**src/rtl/effects_pkg.sv**
```systemverilog
// Shared types for the effects scheduler: scheduler FSM states and the
// one-bit channel tag that travels through the in-flight FIFO.
package effects_pkg;

  typedef enum logic [1:0] {
    IDLE,
    GAP,
    DRAIN
  } fsm_state_t;

  typedef enum logic {
    CH_A = 1'b0,
    CH_B = 1'b1
  } chan_tag_t;

endpackage

```
**src/rtl/tag_fifo.sv**
```systemverilog
// Small in-order FIFO holding the channel tag of every sample in flight
// through the effects datapath. Pushes when full and pops when empty are ignored.
module tag_fifo #(
  parameter int depth = 4,
  parameter int width = 1
) (
  input  logic                     clk,
  input  logic                     rst,
  input  logic                     push,
  input  logic [width-1:0]         push_data,
  input  logic                     pop,
  output logic [width-1:0]         pop_data,
  output logic [$clog2(depth):0]   count
);

  localparam int AW    = $clog2(depth);
  localparam int CNT_W = AW + 1;

  logic [width-1:0] mem [depth];
  logic [AW-1:0]    wr_ptr;
  logic [AW-1:0]    rd_ptr;
  logic             do_push;
  logic             do_pop;

  assign do_push  = push && (count != CNT_W'(depth));
  assign do_pop   = pop && (count != '0);
  assign pop_data = mem[rd_ptr];

  // NOTE: storage is deliberately not reset; only pointers and count define
  // which entries are valid, so clearing the array would add logic for nothing.
  always_ff @(posedge clk) begin
    if (do_push) mem[wr_ptr] <= push_data;
  end

  // Power-of-two depth lets the pointers wrap by plain overflow.
  always_ff @(posedge clk or negedge rst) begin
    if (!rst) begin
      wr_ptr <= '0;
      rd_ptr <= '0;
      count  <= '0;
    end else begin
      if (do_push) wr_ptr <= wr_ptr + AW'(1);
      if (do_pop)  rd_ptr <= rd_ptr + AW'(1);
      case ({do_push, do_pop})
        2'b10:   count <= count + CNT_W'(1);
        2'b01:   count <= count - CNT_W'(1);
        default: ;
      endcase
    end
  end

endmodule

```
**src/rtl/effects_scheduler.sv**
```systemverilog
// Two-channel front end that shares one effects datapath: holds one sample per
// channel, issues them round-robin with a minimum gap, and routes results back.
module effects_scheduler
  import effects_pkg::*;
#(
  parameter int bits_per_level = 12,
  parameter int fxp_size       = 16,
  parameter int gain_size      = 11,
  parameter int tag_depth      = 4,
  parameter int issue_gap      = 2
) (
  input  logic                      clk,
  input  logic                      rst,
  input  logic                      i_valid_a,
  input  logic                      i_valid_b,
  input  logic [bits_per_level-1:0] i_sample_a,
  input  logic [bits_per_level-1:0] i_sample_b,
  output logic                      o_ready_a,
  output logic                      o_ready_b,
  input  logic [gain_size-1:0]      i_gain_a,
  input  logic [gain_size-1:0]      i_gain_b,
  output logic                      o_fx_valid,
  output logic [bits_per_level-1:0] o_fx_sample,
  output logic [gain_size-1:0]      o_fx_gain,
  input  logic                      i_fx_valid,
  input  logic [fxp_size-1:0]       i_fx_sample,
  output logic                      o_valid_a,
  output logic                      o_valid_b,
  output logic [fxp_size-1:0]       o_sample_a,
  output logic [fxp_size-1:0]       o_sample_b,
  output logic                      o_busy,
  output logic                      o_err
);

  localparam int CNT_W = $clog2(tag_depth) + 1;
  localparam int GAP_W = (issue_gap > 2) ? $clog2(issue_gap - 1) : 1;

  fsm_state_t                state;
  logic [GAP_W-1:0]          gap_cnt;
  chan_tag_t                 rr_ptr;

  logic                      hold_full_a;
  logic                      hold_full_b;
  logic [bits_per_level-1:0] hold_sample_a;
  logic [bits_per_level-1:0] hold_sample_b;
  logic [gain_size-1:0]      hold_gain_a;
  logic [gain_size-1:0]      hold_gain_b;

  chan_tag_t                 sel_ch;
  logic [bits_per_level-1:0] sel_sample;
  logic [gain_size-1:0]      sel_gain;
  logic                      gain_ok;
  logic                      issue_now;
  logic                      drain_now;

  logic [CNT_W-1:0]          fifo_count;
  logic                      fifo_empty;
  logic                      fifo_full;
  logic [0:0]                head_tag;
  logic                      fx_pop;

  assign fifo_empty = (fifo_count == '0);
  assign fifo_full  = (fifo_count == CNT_W'(tag_depth));
  assign fx_pop     = i_fx_valid && !fifo_empty;

  assign o_ready_a  = !hold_full_a;
  assign o_ready_b  = !hold_full_b;
  assign o_busy     = hold_full_a || hold_full_b || !fifo_empty;

  // NOTE: every signal gets a default at the top of always_comb so no path
  // leaves it unassigned, which would otherwise infer a latch.
  always_comb begin
    sel_ch = CH_A;
    if (hold_full_a && hold_full_b) sel_ch = rr_ptr;
    else if (hold_full_b)           sel_ch = CH_B;
    sel_sample = (sel_ch == CH_B) ? hold_sample_b : hold_sample_a;
    sel_gain   = (sel_ch == CH_B) ? hold_gain_b   : hold_gain_a;
    // A gain change is only safe once nothing issued under the old gain is in flight.
    gain_ok    = (sel_gain == o_fx_gain) || fifo_empty;
    issue_now  = (state == IDLE) && (hold_full_a || hold_full_b) && !fifo_full && gain_ok;
    drain_now  = (state == IDLE) && (hold_full_a || hold_full_b) && !gain_ok;
  end

  // NOTE: state registers use non-blocking assignments so every flop samples
  // the pre-edge values regardless of statement order.
  always_ff @(posedge clk or negedge rst) begin
    if (!rst) begin
      state       <= IDLE;
      gap_cnt     <= '0;
      rr_ptr      <= CH_A;
      o_fx_valid  <= 1'b0;
      o_fx_sample <= '0;
      o_fx_gain   <= '0;
    end else begin
      o_fx_valid <= 1'b0;
      case (state)
        IDLE: begin
          if (issue_now) begin
            o_fx_valid  <= 1'b1;
            o_fx_sample <= sel_sample;
            o_fx_gain   <= sel_gain;
            rr_ptr      <= (rr_ptr == CH_A) ? CH_B : CH_A;
            if (issue_gap > 1) begin
              state   <= GAP;
              gap_cnt <= GAP_W'(issue_gap - 2);
            end
          end else if (drain_now) begin
            state <= DRAIN;
          end
        end
        GAP: begin
          if (gap_cnt == '0) state <= IDLE;
          else               gap_cnt <= gap_cnt - GAP_W'(1);
        end
        DRAIN: begin
          if (fifo_empty) state <= IDLE;
        end
        default: state <= IDLE;
      endcase
    end
  end

  // Holding registers: freed by their own issue, loaded only while empty.
  always_ff @(posedge clk or negedge rst) begin
    if (!rst) begin
      hold_full_a   <= 1'b0;
      hold_full_b   <= 1'b0;
      hold_sample_a <= '0;
      hold_sample_b <= '0;
      hold_gain_a   <= '0;
      hold_gain_b   <= '0;
    end else begin
      if (issue_now && sel_ch == CH_A) begin
        hold_full_a <= 1'b0;
      end else if (i_valid_a && !hold_full_a) begin
        hold_full_a   <= 1'b1;
        hold_sample_a <= i_sample_a;
        hold_gain_a   <= i_gain_a;
      end
      if (issue_now && sel_ch == CH_B) begin
        hold_full_b <= 1'b0;
      end else if (i_valid_b && !hold_full_b) begin
        hold_full_b   <= 1'b1;
        hold_sample_b <= i_sample_b;
        hold_gain_b   <= i_gain_b;
      end
    end
  end

  always_ff @(posedge clk or negedge rst) begin
    if (!rst) begin
      o_valid_a  <= 1'b0;
      o_valid_b  <= 1'b0;
      o_sample_a <= '0;
      o_sample_b <= '0;
      o_err      <= 1'b0;
    end else begin
      o_valid_a <= 1'b0;
      o_valid_b <= 1'b0;
      if (fx_pop) begin
        if (head_tag == 1'b1) begin
          o_valid_b  <= 1'b1;
          o_sample_b <= i_fx_sample;
        end else begin
          o_valid_a  <= 1'b1;
          o_sample_a <= i_fx_sample;
        end
      end
      if ((i_valid_a && hold_full_a) || (i_valid_b && hold_full_b) ||
          (i_fx_valid && fifo_empty))
        o_err <= 1'b1;
    end
  end

  tag_fifo #(
    .depth (tag_depth),
    .width (1)
  ) u_tag_fifo (
    .clk       (clk),
    .rst       (rst),
    .push      (issue_now),
    .push_data (sel_ch),
    .pop       (fx_pop),
    .pop_data  (head_tag),
    .count     (fifo_count)
  );

endmodule

```
**config.mk**
```make
export PLATFORM = sky130hd
export DESIGN_NAME = effects_scheduler
export DESIGN_NICKNAME = d
export VERILOG_FILES = /design/src/rtl/effects_pkg.sv /design/src/rtl/tag_fifo.sv /design/src/rtl/effects_scheduler.sv
export SDC_FILE = /design/constraint.sdc
export NUM_CORES = 1
export LEC_CHECK = 0
export CAP_MARGIN = 25
export CORE_ASPECT_RATIO = 0.9
export CORE_UTILIZATION = 45
export DETAILED_ROUTE_END_ITERATION = 8
export GPL_TIMING_DRIVEN = 0
export PLACE_DENSITY = 0.79
export RECOVER_POWER = 50
export SYNTH_ARGS = -nofsm -noshare
export SYNTH_HDL_FRONTEND = slang
export SYNTH_SLANG_ARGS = --single-unit
```
**constraint.sdc**
```tcl
create_clock -name clk -period 8.7 [get_ports clk]
set_input_delay 0.87 -clock clk [delete_from_list [all_inputs] [get_ports clk]]
set_output_delay 0.87 -clock clk [all_outputs]
set_load 0.005 [all_outputs]
```
After elaboration in Yosys (flattened, before gate mapping). Memory sizes are Yosys's and may differ from the RTL's. Index checks and enable logic that the tools add are counted.

Memories: 1. Output and inout bits: 62. Bits of input ports: 67. Bits in writable memories: 4. Register bits after elaboration: 118.

Memory list: u_tag_fifo.mem (words 4, width 1, rd ports 1, clocked after Yosys merged registers in 0, wr ports 1, RTL line tag_fifo.sv:19) `logic [width-1:0] mem [depth];`.

Equal/unequal tests: 11. Muxes and demuxes: 26. Reductions and logical operators: 39. Bitwise operators: 4. Add/subtract/negate cells: 5.

Operators with widths (count): 2-to-1 mux 1 bit (17); logical AND 1 bit (15); 2-to-1 mux 12 bit (1); AND reduction 2 bit (6); == test 11 bit (1); 2-to-1 mux 11 bit (1); 2-to-1 mux 2 bit (4); nonzero test 2 bit (4); inequality test 2 bit, second input constant (3); inequality test 3 bit, second input constant (2); one-hot mux 2 bit (3 select lines) (1); one-hot mux 3 bit (2 select lines) (1); zero test 1 bit (5); logical OR 1 bit (5); adder 2 x 1 -> 2 bit, second input constant (2); == test 2 x 1 -> 1 bit, second input constant (2); == test 2 bit, second input constant (2); NOT 1 bit (4); adder 3 x 1 -> 3 bit, second input constant (1); == test 3 bit, second input constant (1); zero test 3 bit (1); AND reduction 3 bit (1); nonzero test 3 bit (1); subtractor 3 x 1 -> 3 bit, second input constant (1); other kinds (3) (3).

Longest topological paths before layout. Gate-level depths: netlist of the first run.

Word-level depth: 10. Gate-level depth with buffers: 16. Gate-level depth less buffers: 13.

Modules after synthesis. A second synthesis of the first run with hierarchy kept.

Cells, all modules: 432. Area total of the unflattened synthesis: 5256.3 um2.

Modules (own cells, without submodules): effects_scheduler (instances 1, cells each 390, area an instance 4682.0 um2); tag_fifo (instances 1, cells each 42, area an instance 574.3 um2).

Worst setup path before layout of the first run. Ideal clock, no wire load.

Path kind: reg-to-reg. Start point: register rr_ptr. End point: register u_tag_fifo.count[2]. Setup slack: 5.938 ns. Arrival: 2.637 ns. Buffers on the path: 3. Stages on the path, launching flop included: 17. Path through: dfrtp_1 > nand2b_1 > buf_6 > nand2_8 > inv_4 > buf_6 > o211ai_1 > o2111ai_2 > o31ai_4 > buf_4 > inv_1 > ha_1 > inv_1 > fa_1 > xor2_1 > nor2_1 > xor2_1.

Word-level cells in the longest chain between the ends: 8.

Ends and longest elaborated chain: start: declaration (RTL line effects_scheduler.sv:40) `chan_tag_t rr_ptr;`; start signal: assignment (RTL line effects_scheduler.sv:102) `rr_ptr <= (rr_ptr == CH_A) ? CH_B : CH_A;`; 2-to-1 mux 1 bit (*) (RTL line effects_scheduler.sv:74) `if (hold_full_a && hold_full_b) sel_ch = rr_ptr;`; 2-to-1 mux 11 bit (*) (RTL line effects_scheduler.sv:77) `sel_gain = (sel_ch == CH_B) ? hold_gain_b : hold_gain_a;`; == test 11 bit (*) (RTL line effects_scheduler.sv:79) `gain_ok = (sel_gain == o_fx_gain) || fifo_empty;`; logical OR 1 bit (*) (RTL line effects_scheduler.sv:79); logical AND 1 bit (*) (RTL line effects_scheduler.sv:80) `issue_now = (state == IDLE) && (hold_full_a || hold_full_b) && !fifo_full && gain_ok;`; logical AND 1 bit (*) (RTL line tag_fifo.sv:25) `assign do_push = push && (count != CNT_W'(depth));`; == test 2 x 1 -> 1 bit / == test 2 bit (equally long branches) (RTL line tag_fifo.sv:44) `case ({do_push, do_pop})`; one-hot mux 3 bit (2 select lines) / nonzero test 2 bit (equally long branches); end signal: assignment (RTL line tag_fifo.sv:45) `2'b10: count <= count + CNT_W'(1);`; end signal: assignment (RTL line tag_fifo.sv:46) `2'b01: count <= count - CNT_W'(1);`; end: declaration (RTL line tag_fifo.sv:13) `output logic [$clog2(depth):0] count`.

Every way passes the cells marked *; elsewhere a longest branch is shown, timed or not. A chain may end at the register's enable or synchronous reset.

Final worst setup path of the first run.
Start point: register hold_full_a. End point: register u_tag_fifo.count[2].

Word-level cells in the longest chain between the ends: 9.

Ends and longest elaborated chain: start: declaration (RTL line effects_scheduler.sv:42) `logic hold_full_a;`; start signal: assignment (RTL line effects_scheduler.sv:126) `hold_full_a <= 1'b0;`; start signal: assignment (RTL line effects_scheduler.sv:134) `hold_full_a <= 1'b0;`; start signal: assignment (RTL line effects_scheduler.sv:136) `hold_full_a <= 1'b1;`; logical AND 1 bit (RTL line effects_scheduler.sv:74); 2-to-1 mux 1 bit (RTL line effects_scheduler.sv:74); 2-to-1 mux 11 bit (RTL line effects_scheduler.sv:77); == test 11 bit (RTL line effects_scheduler.sv:79); logical OR 1 bit (RTL line effects_scheduler.sv:79); logical AND 1 bit (*) (RTL line effects_scheduler.sv:80); logical AND 1 bit (*) (RTL line tag_fifo.sv:25); == test 2 x 1 -> 1 bit / == test 2 bit (equally long branches) (RTL line tag_fifo.sv:44); one-hot mux 3 bit (2 select lines) / nonzero test 2 bit (equally long branches).

Marks and branches as above.

==> impl_metrics.env, run 1 <==
export IMPL_grt_util_met1_pct=25.55
export IMPL_final_common_cell="dfrtp_1"
export IMPL_cp_max_fo=10
export IMPL_place_hpwl_mm=8.439
export IMPL_firstDrtPassIters=4
export IMPL_min_delay_worst_endpoint="state[1]"
export IMPL_final_max_slew_viol_count=30
export IMPL_setup_violations_final=0
export IMPL_avgSynthCellArea_um2=12.86
export IMPL_drt_wirelength_per_cell_um=16.64
export IMPL_grt_pass1_vias=3935
export IMPL_initial_core_util_pct=46.22
export IMPL_hold_viol=0
export IMPL_clkTransAtPathRegs_ns=0.05
export IMPL_gr_usage_met3_pct=9.513
export IMPL_reg2reg_from="hold_full_a"
export IMPL_gp_congestion=0.8703
export IMPL_crit_required_ns=8.98
export IMPL_grt_start_max_net_pins=89
export IMPL_layout_common_cells="117 x dfrtp_1, 115 x clkdlybuf4s50_1, 78 x mux2_2"
export IMPL_clock_sinks=121
export IMPL_min_delay_start="state[0]"
export IMPL_vias=3662
export IMPL_synth_top_area_cell="dfrtp_1"
export IMPL_async_flop_share_pct=96.69
export IMPL_skew_ns=0.01021
export IMPL_port_buffers=128
export IMPL_power_density_nw_per_um2=374.2
export IMPL_grtUsageMet2_pct=34.91
export IMPL_rows=37
export IMPL_wl_mm=12.10
export IMPL_clock_fmax_mhz=246.8
export IMPL_grt_pass1_wl_mm=19.71
export IMPL_maxSlewHeadroom_pct=-9.019
export IMPL_io_pins=129
export IMPL_clkLatencyLatePin_ns=0.41
export IMPL_endpoint_kind="flop"
export IMPL_ys_ff_latch=121
export IMPL_cts_buffer_depth=2
export IMPL_ys_seq_area_share_pct=57.67
export IMPL_post_route_drc_count=0
export IMPL_die_w_um=116.2
export IMPL_hold_class="reg2reg"
export IMPL_holdWs_ns=0.4294
export IMPL_worst_r2r_cell_count=16
export IMPL_antenna_found_initial=0
export IMPL_path_class="reg2reg"
export IMPL_regArea_um2=3048
export IMPL_arrival_ns=4.33
export IMPL_drtAntennaViolNets=0
export IMPL_fin_crit_sh_pct=46.57
export IMPL_die_area_um2=12180
export IMPL_start_kind="flop"
export IMPL_reg2reg_setup_slack_ns=4.65
export IMPL_netlist_area_um2=5285
export IMPL_cts_tree="done"
export IMPL_regToRegEndpoint="u_tag_fifo.count[2]"
export IMPL_cts_resized=0
export IMPL_rsz0062_at_grt="false"
export IMPL_setup_slack_ns=4.648
export IMPL_die_h_um=104.8
export IMPL_worstMarginPinSlew_ns=1.635
export IMPL_violations="capacitance limit, slew limit"
export IMPL_numCtsBuffers=17
export IMPL_multi_input_area_um2=2039
export IMPL_fin_tns_setup_ns=0
export IMPL_peakVddDrop_uv=194.9
export IMPL_synth_edf_count=4
export IMPL_hold_buffers=0
export IMPL_clockRootBuffer="clkbuf_16"
export IMPL_vias_per_cell=5.037
export IMPL_grt_use_total_pct=21.62
export IMPL_ys_types=41
export IMPL_drive_gt1_share_pct=20.14
export IMPL_first_iter_violations=243
export IMPL_layout_nets=632
export IMPL_p_leak_uw=0.003225
export IMPL_post_cts_buffers=0
export IMPL_yosys_most_used_dff="dfrtp_1"
export IMPL_overflow=0
export IMPL_core_area_um2=11430
export IMPL_cap_violations=1
export IMPL_status="complete, but fails checks"
export IMPL_synth_area_leaders="dfrtp_1 55%, mux2_2 17%, nand2_1 4.3%"
export IMPL_hold_depth=1
export IMPL_nFillCells=866
export IMPL_antenna_cells=0
export IMPL_place_ws_ns=5.462
export IMPL_h_tree_depth=4
export IMPL_syn_to_final_growth_pct=40.34
export IMPL_total_power_uw=2776
export IMPL_ys_warn_count=0
export IMPL_finalCriticalPeriod_ns=4.052
export IMPL_syn_nets=484
export IMPL_syn_inst=411
export IMPL_synth_top_area_share_pct=55.40
export IMPL_top_usage_layer="met2"
[per-layer routing]
metal | part of all wire, % | routed length, um | up-vias
li1 | - | - | 1705
met1 | 41 | 5001 | 1801
met2 | 48 | 5846 | 140
met3 | 8.9 | 1077 | 16
met4 | 1.4 | 172 | 0
met5 | 0 | 0 | -
[critical path: stages (launching register included)]
cell        delay [ns]
dfrtp_1           0.48
nand2b_1          0.09
clkbuf_1          0.23
nand2_1           0.41
clkinvlp_2        0.29
clkbuf_1          0.29
a31oi_1           0.27
o2111ai_1         0.28
o31ai_4           0.45
buf_4             0.25
inv_1             0.06
ha_1              0.20
inv_1             0.07
fa_1              0.17
xor2_1            0.15
nor2_1            0.07
xor2_1            0.14
[synth_stat cells, types with 6 or more instances]
cell type and instances:
o21ai_0 6, nor2_1 6, nand2b_1 13, xnor2_1 11, clkbuf_1 9, dfrtp_1 117
mux2i_1 8, nand2_1 61, mux2_1 17, mux2_2 78, inv_1 19
[how the worst max path moves through the flow]
stage                     start                   to  cells after the start
floorplan                rr_ptr  u_tag_fifo.count[2]                     16
global placement            rst     hold_sample_b[7]                      1
detailed placement  hold_full_b  u_tag_fifo.count[1]                     12
CTS                 hold_full_a  u_tag_fifo.count[1]                     14
global route        hold_full_a  u_tag_fifo.count[2]                     16
finish              hold_full_a  u_tag_fifo.count[2]                     16
[layout make-up]
class	count	area share [%]
Sequential cell	121	41.09
Multi-Input combinational cell	252	27.50
Timing Repair Buffer	129	17.56
Clock buffer	23	6.444
Tap cell	156	2.632
Clock inverter	8	2.564
Buffer	18	1.181
Inverter	20	1.029
[stage by stage]
stage	util, %	instances	area, um2
2_1_floorplan	-	411	5285
3_3_place_gp	59.13	695	6761
3_5_place_dp	59.38	696	6790
4_1_cts	65.23	727	7458
5_1_grt	64.86	727	7417
6_report	64.86	727	7417
[registers in the layout (all words and copies together), names as in the netlist, 2 cells and up]
register	flops
u_tag_fifo.rd_ptr	2
o_sample_b	16
hold_sample_a	12
o_sample_a	16
u_tag_fifo.wr_ptr	2
u_tag_fifo.mem	4
hold_sample_b	12
o_fx_sample	12
hold_gain_a	11
u_tag_fifo.count	3
state	2
hold_gain_b	11
o_fx_gain	11
[where the power goes]
| group | leakage (uW) | total, uW | switching, uW | internal, uW |
|---|---|---|---|---|
| clock network | 0.000327 | 790 | 233 | 557 |
| registers | 0.00146 | 1010 | 181 | 832 |
| logic | 0.00144 | 972 | 401 | 571 |
[kinds of logic (layout without fill, tap and decap cells)]
group           after synthesis  in the layout  share of synthesized area [%]
mux                         104            104                          22.18
buf+inv                      38            198                          3.433
flops                       121            121                          57.67
fa+ha+maj                     6              6                          1.563
simple gates                 97             97                          8.499
compound gates               30             30                          4.167
xor+xnor                     15             15                          2.486
Note: power is estimated with default switching activity, not from simulation.
==> run 2, diff against run 1 <==
clock period = 4.1 ns   (was 8.7 ns; I/O delays follow)
==> impl_metrics.env, run 2 (synthesis results as in run 1) <==
export IMPL_drive_gt1_share_pct=20.63
export IMPL_clock_sinks=121
export IMPL_wl_mm=12.09
export IMPL_grt_pass1_vias=3939
export IMPL_initial_core_util_pct=46.22
export IMPL_rsz0062_at_grt="false"
export IMPL_endpoint_kind="flop"
export IMPL_post_route_drc_count=0
export IMPL_grt_util_met1_pct=25.55
export IMPL_hold_class="reg2reg"
export IMPL_die_area_um2=12180
export IMPL_vias_per_cell=5.049
export IMPL_arrival_ns=3.73
export IMPL_maxSlewHeadroom_pct=-1.032
export IMPL_clkTransAtPathRegs_ns=0.05
export IMPL_skew_ns=0.009189
export IMPL_min_delay_start="state[0]"
export IMPL_layout_nets=633
export IMPL_grtUsageMet2_pct=35.00
export IMPL_grt_start_max_net_pins=89
export IMPL_drtAntennaViolNets=0
export IMPL_die_w_um=116.2
export IMPL_violations="capacitance limit, slew limit"
export IMPL_grt_pass1_wl_mm=19.73
export IMPL_firstDrtPassIters=4
export IMPL_h_tree_depth=4
export IMPL_antenna_cells=0
export IMPL_worst_r2r_cell_count=14
export IMPL_finalCriticalPeriod_ns=3.453
export IMPL_syn_to_final_growth_pct=40.77
export IMPL_layout_common_cells="117 x dfrtp_1, 99 x clkdlybuf4s50_1, 78 x mux2_2"
export IMPL_power_density_nw_per_um2=792.1
export IMPL_clockRootBuffer="clkbuf_16"
export IMPL_crit_required_ns=4.38
export IMPL_die_h_um=104.8
export IMPL_regToRegEndpoint="u_tag_fifo.count[2]"
export IMPL_largestRegisters="o_sample_a: 16 flops, o_sample_b: 16 flops"
export IMPL_overflow=0
export IMPL_rows=37
export IMPL_grt_use_total_pct=21.64
export IMPL_final_core_util_pct=65.06
export IMPL_worstMarginPinSlew_ns=1.515
export IMPL_path_class="reg2reg"
export IMPL_drt_wirelength_per_cell_um=16.60
export IMPL_setup_violations_final=0
export IMPL_min_delay_worst_endpoint="state[1]"
export IMPL_core_area_um2=11430
export IMPL_gr_usage_met3_pct=9.513
export IMPL_final_common_cell="dfrtp_1"
export IMPL_numCtsBuffers=17
export IMPL_hold_depth=1
export IMPL_clock_fmax_mhz=289.6
export IMPL_start_kind="flop"
export IMPL_gp_congestion=0.8703
export IMPL_reg2reg_setup_slack_ns=0.65
export IMPL_antenna_found_initial=0
export IMPL_io_pins=129
export IMPL_cts_tree="done"
export IMPL_total_power_uw=5893
export IMPL_cap_violations=1
export IMPL_reg2reg_from="hold_full_b"
export IMPL_cp_max_fo=10
export IMPL_vias=3676
export IMPL_place_hpwl_mm=8.439
export IMPL_p_leak_uw=0.003254
export IMPL_top_usage_layer="met2"
export IMPL_port_buffers=128
export IMPL_hold_viol=0
export IMPL_status="complete, but fails checks"
export IMPL_nFillCells=861
export IMPL_fin_crit_sh_pct=84.21
export IMPL_clkLatencyLatePin_ns=0.41
export IMPL_first_iter_violations=272
export IMPL_cts_resized=0
export IMPL_cts_buffer_depth=2
export IMPL_final_max_slew_viol_count=31
export IMPL_peakVddDrop_uv=412.8
-- run 2: cell count changes in the layout (fill, tap and decap cells not counted), moves of 2 or more --
cell,previous run,this run
dlygate4sd3_1,12,29
clkdlybuf4s50_1,115,99
buf_6,2,4
clkbuf_1,16,14
-- run 2: worst max path at each step --
stage                           start             endpoint  slack (ns)  cells after the start
final                     hold_full_b  u_tag_fifo.count[2]        0.65                     14
after global routing      hold_full_b  u_tag_fifo.count[2]        0.46                     14
after CTS                 hold_full_a  u_tag_fifo.count[1]        0.84                     14
after detailed placement  hold_full_b  u_tag_fifo.count[1]        0.86                     12
after global placement            rst     hold_sample_b[7]       -1.75                      1
after floorplan                rr_ptr  u_tag_fifo.count[2]        1.34                     16
-- run 2: what timing repair did --
item,4_1_cts,5_1_grt
buffers inserted,0,0
hold buffers,1,0
hold endpoints to repair,29,0
-- run 2: critical path, cell delays in order, from the launching register on --
cell and delay (ns):
dfrtp_1 0.31, clkbuf_1 0.36, clkbuf_1 0.45, a21oi_1 0.14, a31oi_1 0.21, o2111ai_1 0.28
o31ai_4 0.46, buf_4 0.25, inv_1 0.06, ha_1 0.20, inv_1 0.07, fa_1 0.17
xor2_1 0.15, nor2_1 0.07, xor2_1 0.14
-- run 2: metrics by stage --
step                setup WS, ns  hold WS (ns)  area, um2  TNS [ns]  std cells
global route              0.4597        0.4635       7440         0        728
finish                    0.6472        0.4296       7440         0        728
CTS                       0.8418        0.4314       7468         0        728
detailed placement        0.8615        0.2996       6790         0        696
global placement          -1.753        0.4101       6761   -204.10        695
floorplan                  1.338        0.1144       5285         0        411
-- run 2: area by class of cell --
cell class / count / area, um2 / area share [%]
Timing Repair Buffer: 130 / 1292 / 17.37
Clock buffer: 23 / 478.0 / 6.424
Inverter: 20 / 77.57 / 1.043
Sequential cell: 121 / 3048 / 40.97
Multi-Input combinational cell: 252 / 2056 / 27.63
Buffer: 18 / 102.6 / 1.379
Tap cell: 156 / 195.2 / 2.624
Clock inverter: 8 / 190.2 / 2.556
-- run 2: power breakdown --
group	total (uW)	internal, uW	switching (uW)
sequential	2150	1770	381
clock	1680	1180	497
combinational	2070	1210	859
total	5890	4160	1740
-- run 2: per-layer routing --
metal  vias to the layer above  wire [um]
li1                       1715          -
met1                      1808       5050
met2                       140       5857
met3                        13       1018
met4                         0        161
met5                         -          0
==> run 3, diff against run 2 <==
clock period = 3.4 ns   (was 4.1 ns; I/O delays follow)
==> impl_metrics.env, run 3 (synthesis results as in run 1) <==
export IMPL_status="complete, but fails checks"
export IMPL_violations="capacitance limit, slew limit"
export IMPL_die_h_um=104.8
export IMPL_path_class="reg2reg"
export IMPL_worstMarginPinSlew_ns=1.648
export IMPL_gr_usage_met3_pct=9.513
export IMPL_endpoint_kind="flop"
export IMPL_start_kind="flop"
export IMPL_hold_viol=0
export IMPL_first_iter_violations=227
export IMPL_clockRootBuffer="clkbuf_16"
export IMPL_rsz0062_at_grt="false"
export IMPL_initial_core_util_pct=46.22
export IMPL_grt_start_max_net_pins=89
export IMPL_numCtsBuffers=17
export IMPL_drtAntennaViolNets=0
export IMPL_wl_mm=12.12
export IMPL_die_w_um=116.2
export IMPL_cts_buffer_depth=2
export IMPL_numPlacedInstances=696
export IMPL_drive_gt1_share_pct=21.22
export IMPL_final_core_util_pct=65.44
export IMPL_seqPwrFrac_pct=36.4
export IMPL_rows=37
export IMPL_place_ws_ns=0.1615
export IMPL_cap_violations=1
export IMPL_post_route_drc_count=0
export IMPL_peakVddDrop_uv=498.6
export IMPL_top_usage_layer="met2"
export IMPL_setup_violations_final=0
export IMPL_drt_wirelength_per_cell_um=16.58
export IMPL_grt_pass1_vias=3939
export IMPL_clkLatencyLatePin_ns=0.41
export IMPL_layout_common_cells="117 x dfrtp_1, 100 x clkdlybuf4s50_1, 78 x mux2_2"
export IMPL_largestRegisters="o_sample_a: 16 flops, o_sample_b: 16 flops"
export IMPL_fin_cells=731
export IMPL_gp_congestion=0.8703
export IMPL_grt_pass1_wl_mm=19.73
export IMPL_antenna_cells=0
export IMPL_h_tree_depth=4
export IMPL_clock_fmax_mhz=314.9
export IMPL_switching_power_uw=2096
export IMPL_maxSlewHeadroom_pct=-9.885
export IMPL_clkTransAtPathRegs_ns=0.05
export IMPL_syn_to_final_growth_pct=41.60
export IMPL_place_area_um2=6790
export IMPL_p_sw_share_pct=29.45
export IMPL_combPwrFrac_pct=35.2
export IMPL_final_common_cell="dfrtp_1"
export IMPL_hold_class="reg2reg"
export IMPL_clkPwrFrac_pct=28.4
export IMPL_arrival_ns=3.46
export IMPL_overflow=0
export IMPL_power_density_nw_per_um2=951.0
export IMPL_vias_per_cell=5.036
export IMPL_p_leak_uw=0.003279
export IMPL_antenna_found_initial=0
export IMPL_grtUsageMet2_pct=35.00
export IMPL_vias=3681
export IMPL_final_max_slew_viol_count=30
export IMPL_layout_nets=636
export IMPL_firstDrtPassIters=4
export IMPL_grt_use_total_pct=21.64
export IMPL_design_area_um2=7483
export IMPL_cts_tree="done"
export IMPL_grt_util_met1_pct=25.55
export IMPL_finalCriticalPeriod_ns=3.176
export IMPL_place_hpwl_mm=8.439
export IMPL_p_int_uw=5021
export IMPL_die_area_um2=12180
export IMPL_core_area_um2=11430
export IMPL_port_buffers=128
export IMPL_io_pins=129
export IMPL_fin_crit_sh_pct=93.40
export IMPL_cp_max_fo=10
export IMPL_clock_sinks=121
export IMPL_crit_required_ns=3.68
export IMPL_skew_ns=0.01072
export IMPL_setup_slack_ns=0.2243
run 3: cell count changes in the layout (fill, tap and decap cells not counted):
cell	delta
buf_16	+1
buf_2	+1
buf_4	+3
clkbuf_1	-1
clkbuf_4	-1
clkdlybuf4s50_1	+1
dlygate4sd3_1	-1
run 3: area by class of cell:
cell class / count / area [um2]
Buffer: 18 / 103.9
Clock buffer: 23 / 478.0
Clock inverter: 8 / 190.2
Fill cell: 856 / 3951
Inverter: 20 / 77.57
Multi-Input combinational cell: 252 / 2056
Sequential cell: 121 / 3048
Tap cell: 156 / 195.2
Timing Repair Buffer: 133 / 1335
run 3: critical path: stages (launching register included):
cell,delay [ns]
dfrtp_1,0.31
buf_2,0.21
clkbuf_1,0.43
a21oi_1,0.14
a31oi_1,0.21
o2111ai_1,0.28
o31ai_4,0.39
buf_4,0.22
inv_1,0.06
ha_1,0.20
inv_1,0.07
fa_1,0.17
xor2_1,0.15
nor2_1,0.07
xor2_1,0.14
run 3: stage by stage:
step,total power [uW],hold slack (ns),setup TNS [ns]
finish,7117,0.4429,0
floorplan,3951,0.04441,0
global route,7562,0.4635,0
detailed placement,5158,0.2296,0
CTS,7235,0.3637,0
global placement,5034,0.4101,-277.81
run 3: final timing paths:
kind,start,end,slack [ns],cells past startpoint
setup / recovery,hold_full_b,u_tag_fifo.count[2],0.22,14
hold / removal,state[0],state[1],0.44,1
setup reg to reg,hold_full_b,u_tag_fifo.count[2],0.22,14
hold reg to reg,state[0],state[1],0.44,1
max in group asynchronous,rst,hold_gain_a[1],1.36,3
min in group asynchronous,rst,o_sample_a[10],0.90,2
run 3: power by group through the flow:
stage          Combinational [uW]  Clock (uW)  Sequential (uW)
2_1_floorplan                1420           0             2530
3_3_place_gp                 2470           0             2560
3_5_place_dp                 2560           0             2600
4_1_cts                      2590        2060             2590
5_1_grt                      2760        2130             2670
6_report                     2500        2020             2590
run 3: metal layers:
metal	wire, um	vias up
met1	5029	1812
met3	1041	16
met4	165	0
met2	5881	134
met5	0	-
li1	-	1719
run 3: repair_timing:
item | 4_1_cts | 5_1_grt
hold endpoints to repair | 29 | 0
endpoints found under the setup margin | 0 | 2
setup buffers | 0 | 3
resized for setup | 0 | 2
hold buffers | 1 | 0
